[src/rtl/fetch_unit.sv]
// Instruction fetch unit: issues one read per instruction, holds the fetched word
// until the decoder accepts it, then advances or redirects the PC.
module fetch_unit #(
  parameter int unsigned      XLEN     = 32,
  parameter logic [XLEN-1:0]  RESET_PC = '0
) (
  input  logic            clk,
  input  logic            rst_n,
  output logic            imem_req,
  output logic [XLEN-1:0] imem_addr,
  input  logic            imem_rvalid,
  input  logic [XLEN-1:0] imem_rdata,
  output logic [XLEN-1:0] instr,
  output logic [XLEN-1:0] pc,
  output logic [XLEN-1:0] pc_plus4,
  output logic            instr_valid,
  input  logic            instr_ready,
  input  logic            pc_src,
  input  logic [XLEN-1:0] pc_target,
  output logic [31:0]     fetch_count
);

  localparam logic [XLEN-1:0] Nop = XLEN'(32'h0000_0013);

  typedef enum logic [1:0] {StIdle, StReq, StWait, StValid} state_e;

  state_e          state_q, state_d;
  logic [XLEN-1:0] pc_q, pc_d;
  logic [XLEN-1:0] instr_q, instr_d;
  logic [31:0]     fetch_count_q, fetch_count_d;
  logic            imem_req_q, imem_req_d;
  logic            instr_valid_q, instr_valid_d;
  logic            handshake;
  logic [XLEN-1:0] target_aligned;
  logic            unused_target_lsbs;

  assign handshake          = instr_valid_q & instr_ready;
  assign target_aligned     = {pc_target[XLEN-1:2], 2'b00};
  assign unused_target_lsbs = ^pc_target[1:0];

  // imem_req and instr_valid are registered copies of the state they belong to, so they
  // are computed from the state being entered rather than decoded from state_q.
  always_comb begin
    state_d       = state_q;
    pc_d          = pc_q;
    instr_d       = instr_q;
    fetch_count_d = fetch_count_q;
    imem_req_d    = 1'b0;
    instr_valid_d = 1'b0;
    unique case (state_q)
      StIdle: begin
        state_d    = StReq;
        imem_req_d = 1'b1;
      end
      StReq: begin
        state_d = StWait;
      end
      StWait: begin
        if (imem_rvalid) begin
          instr_d       = imem_rdata;
          state_d       = StValid;
          instr_valid_d = 1'b1;
        end
      end
      StValid: begin
        if (handshake) begin
          pc_d          = pc_src ? target_aligned : pc_q + XLEN'(4);
          fetch_count_d = fetch_count_q + 32'd1;
          state_d       = StReq;
          imem_req_d    = 1'b1;
        end else begin
          instr_valid_d = 1'b1;
        end
      end
      default: begin
        state_d = StIdle;
      end
    endcase
  end

  always_ff @(posedge clk) begin
    if (!rst_n) begin
      state_q       <= StIdle;
      pc_q          <= RESET_PC;
      instr_q       <= Nop;
      fetch_count_q <= 32'd0;
      imem_req_q    <= 1'b0;
      instr_valid_q <= 1'b0;
    end else begin
      state_q       <= state_d;
      pc_q          <= pc_d;
      instr_q       <= instr_d;
      fetch_count_q <= fetch_count_d;
      imem_req_q    <= imem_req_d;
      instr_valid_q <= instr_valid_d;
    end
  end

  assign imem_req    = imem_req_q;
  assign imem_addr   = pc_q;
  assign instr       = instr_q;
  assign pc          = pc_q;
  assign pc_plus4    = pc_q + XLEN'(4);
  assign instr_valid = instr_valid_q;
  assign fetch_count = fetch_count_q;

endmodule

[config.mk]
export PLATFORM = sky130hd
export DESIGN_NAME = fetch_unit
export DESIGN_NICKNAME = d
export VERILOG_FILES = /design/src/rtl/fetch_unit.sv
export SDC_FILE = /design/constraint.sdc
export NUM_CORES = 1
export LEC_CHECK = 0
export CAP_MARGIN = 20
export CORE_MARGIN = 2
export CORE_UTILIZATION = 35
export CTS_CLUSTER_SIZE = 8
export DETAILED_ROUTE_END_ITERATION = 8
export MAX_ROUTING_LAYER = met4
export PLACE_DENSITY_LB_ADDON = 0.12
export SYNTH_ARGS = -nofsm -noshare
export SYNTH_HDL_FRONTEND = slang
export SYNTH_SLANG_ARGS = --single-unit
[constraint.sdc]
create_clock -name clk -period 6.5 [get_ports clk]
set_clock_uncertainty 0.2 [all_clocks]
set_input_delay 0.975 -clock clk [delete_from_list [all_inputs] [get_ports clk]]
set_output_delay 0.975 -clock clk [all_outputs]
set_load 0.05 [all_outputs]
==> results.toml <==
[clock_tree]
path_clk_slew_ns = 0.07
cts_resized = 0
cts_buffer_depth = 2
cts.sinks = 98
clockRootBuffer = "clkbuf_16"
cts_tree = "done"
post_cts_buffers = 0
postCtsHoldBufs = 0
numCtsBuffers = 9
clk_latency_ns = 0.35
h-tree-depth = 3

[power]
seq_power_share_pct = 41.9
ir_worst_vdd_mv = 0.182
clock_power_share_pct = 37.2
power_w = 0.00155
comb_power_share_pct = 20.9
switching_share_pct = 29.5
p_leak_nw = 2.61
p_int_w = 0.00109
p_switching_w = 0.000456
powerDensity_nw_per_um2 = 204

[routing]
vias = 5189
antenna_left = 0
drt-total-wl_mm = 15.8
avgRoutedWirePerCell_um = 15.5
via_per_inst = 5.11
drt_drc_violations_left = 0
drtIter0Drc = 271
first_pass_iters = 4

[floorplanning]
io_pins = 231
dieHeight_um = 126
die_w_um = 126
start_util_pct = 35.7
core_area_um2 = 14500
rows = 44
dieArea_um2 = 15800

[logic_synthesis]
synth_edf_count = 0
synthFlopType = "dfxtp_1"
ys_types = 50
synth_xor_area_share_pct = 7.62
synth-seq-cells = 98
syn_inst = 663
yosysSeqAreaShare_pct = 37.9
synthMuxAreaShare_pct = 1.35
postSynthAreaPerCell_um2 = 7.80
synth_top_family_by_area = "simple AND/OR/NAND/NOR gates"
ys_warn_count = 0
synth_compound_area_share_pct = 15.1
syn_area_um2 = 5170
yosys.area_share.adder_pct = 1.45
async_flop_share_pct = 0
synthSimpleGateAreaFrac_pct = 27.0

[hold_path]
hold_start = "instr[6]"
whs_endpoint = "instr[6]"
hold_depth = 2
hold_class = "reg -> reg"

[global_route]
grt.overflow.total = 0
grt_usage_pct = 20.2
grt_pass1_wl_mm = 25.5
grt_max_degree = 83
antenna_found_initial = 0
grt_pass1_vias = 4892

[worst_setup_path]
crit_required_ns = 5.32
critPathLaunchType = "flip-flop"
r2r_slack_ns = 3.44
path_max_fanout = 16
regToRegEndpoint = "fetch_count[31]"
reg2reg_from = "state_q[0]"
cp-end-kind = "output pin"
arrival_ns = 3.63
reg2reg_depth = 6
path_class = "reg -> out"

[placed_design]
port_buffers = 222
globalplace.congestion = 0.824
dp_hpwl_mm = 11.0

[run_status]
outcome = "complete, no violations"

[finish]
final_common_cell = "clkdlybuf4s50_1"
multi_input_area_um2 = 2740
area_growth_pct = 47.0
mostFrequentLayoutCells = "clkdlybuf4s50_1, nand2_1, dfxtp_1, a21oi_1, nor2_1"
drive_gt1_share_pct = 3.61
n_antenna_cell = 0
regArea_um2 = 1960
fillCellCount = 1381
nets = 903

[sta]
rsz0062_at_grt = "no"
setup_viol = 0
slew_viol_final = 0
hold_viol = 0
min_period_over_period_pct = 74.0
setup_tns_ns = 0
max_freq_ghz = 0.208
period_needed_ns = 4.81
worstMarginPinSlew_ns = 0.829
max_slew_margin_pct = 44.3

[job]
maxCapViolations = 0
## cell families (layout without fill, tap and decap cells)
kind of cell	after synthesis	after routing
buffers and inverters	94	258
other	1	6
AO/OA/AOI/OAI	134	134
adder cells (fa/ha/maj)	6	6
multiplexers	7	7
flip-flops	98	98
XOR/XNOR	45	45
AND/OR/NAND/NOR	278	278
## worst max-delay path by stage
stage | startpoint | to | slack, ns | cells after the start
after floorplan | imem_addr[5] | pc_plus4[23] | 2.48 | 7
after global routing | imem_addr[5] | pc_plus4[23] | 1.40 | 6
final | imem_addr[5] | pc_plus4[23] | 1.69 | 6
after CTS | imem_addr[5] | pc_plus4[23] | 1.68 | 6
after detailed placement | imem_addr[5] | pc_plus4[23] | 2.06 | 6
after global placement | imem_addr[5] | pc_plus4[23] | 2.13 | 6
## Yosys cell counts (all sizes together), types with 5 or more instances
library cell | number | share of area (%)
nand2 | 104 | 7.5
dfxtp | 98 | 38
a21oi | 64 | 6.2
buf | 45 | 5.9
nor2 | 44 | 3.2
nand3 | 37 | 3.6
clkbuf | 34 | 2.5
xnor2 | 29 | 4.9
o21ai | 27 | 2.6
nand4 | 18 | 2.6
xor2 | 16 | 2.7
inv | 14 | 1.0
nor3 | 14 | 1.4
and3 | 13 | 1.6
or3 | 12 | 1.5
a31oi | 10 | 1.2
nor4 | 8 | 1.8
mux2i | 7 | 1.4
or4 | 7 | 1.0
ha | 6 | 1.5
nand3b | 6 | 0.87
a22oi | 5 | 0.73
o211ai | 5 | 0.73
## worst max-delay path, stage by stage (launching register included)
cell	delay, ns
dfxtp_1	0.55
nand4_4	0.29
nor4_4	0.83
and2_1	0.44
nand3_1	0.18
xnor2_1	0.16
clkdlybuf4s50_1	0.83
## state kept, by name (all words and copies together), names as in the netlist
register     count
imem_req         1
instr_valid      1
instr           32
state_q          2
fetch_count     32
imem_addr       30
## metrics by stage
stage	cells	util (%)	setup slack [ns]	area, µm²	hold WS, ns
floorplan	668	-	2.48	5190	0.311
global placement	999	50.0	2.13	7240	0.242
detailed placement	999	50.0	2.06	7240	0.246
CTS	1014	52.2	1.68	7550	0.256
global route	1016	52.5	1.40	7610	0.265
finish	1016	52.5	1.69	7610	0.256
## layout make-up
| type | count | area share (%) |
|---|---|---|
| clock buffer | 9 | 2.96 |
| clock inverter | 6 | 1.18 |
| inverter | 15 | 0.740 |
| multi-input combinational | 476 | 36.0 |
| sequential | 98 | 25.8 |
| tap | 184 | 3.03 |
| timing repair buffer | 228 | 30.3 |
## power by group through the flow
| stage | logic (W) | registers, W | clock network, W |
|---|---|---|---|
| 2_1_floorplan | 0.000116 | 0.000745 | 0 |
| 3_3_place_gp | 0.000306 | 0.000661 | 0 |
| 3_5_place_dp | 0.000311 | 0.000663 | 0 |
| 4_1_cts | 0.000312 | 0.000649 | 0.000595 |
| 5_1_grt | 0.000347 | 0.000653 | 0.000619 |
| 6_report | 0.000324 | 0.000649 | 0.000577 |
## routing by layer
layer	routed length [µm]	track usage, %	vias up	share of wire, %
met2	7550	33.5	154	48
met1	7030	24.6	2426	45
met3	935	5.18	18	5.9
li1	-	-	2591	-
met4	242	4.77	0	1.5
met5	0	-	-	0
Power figures use the tool's default switching activity.
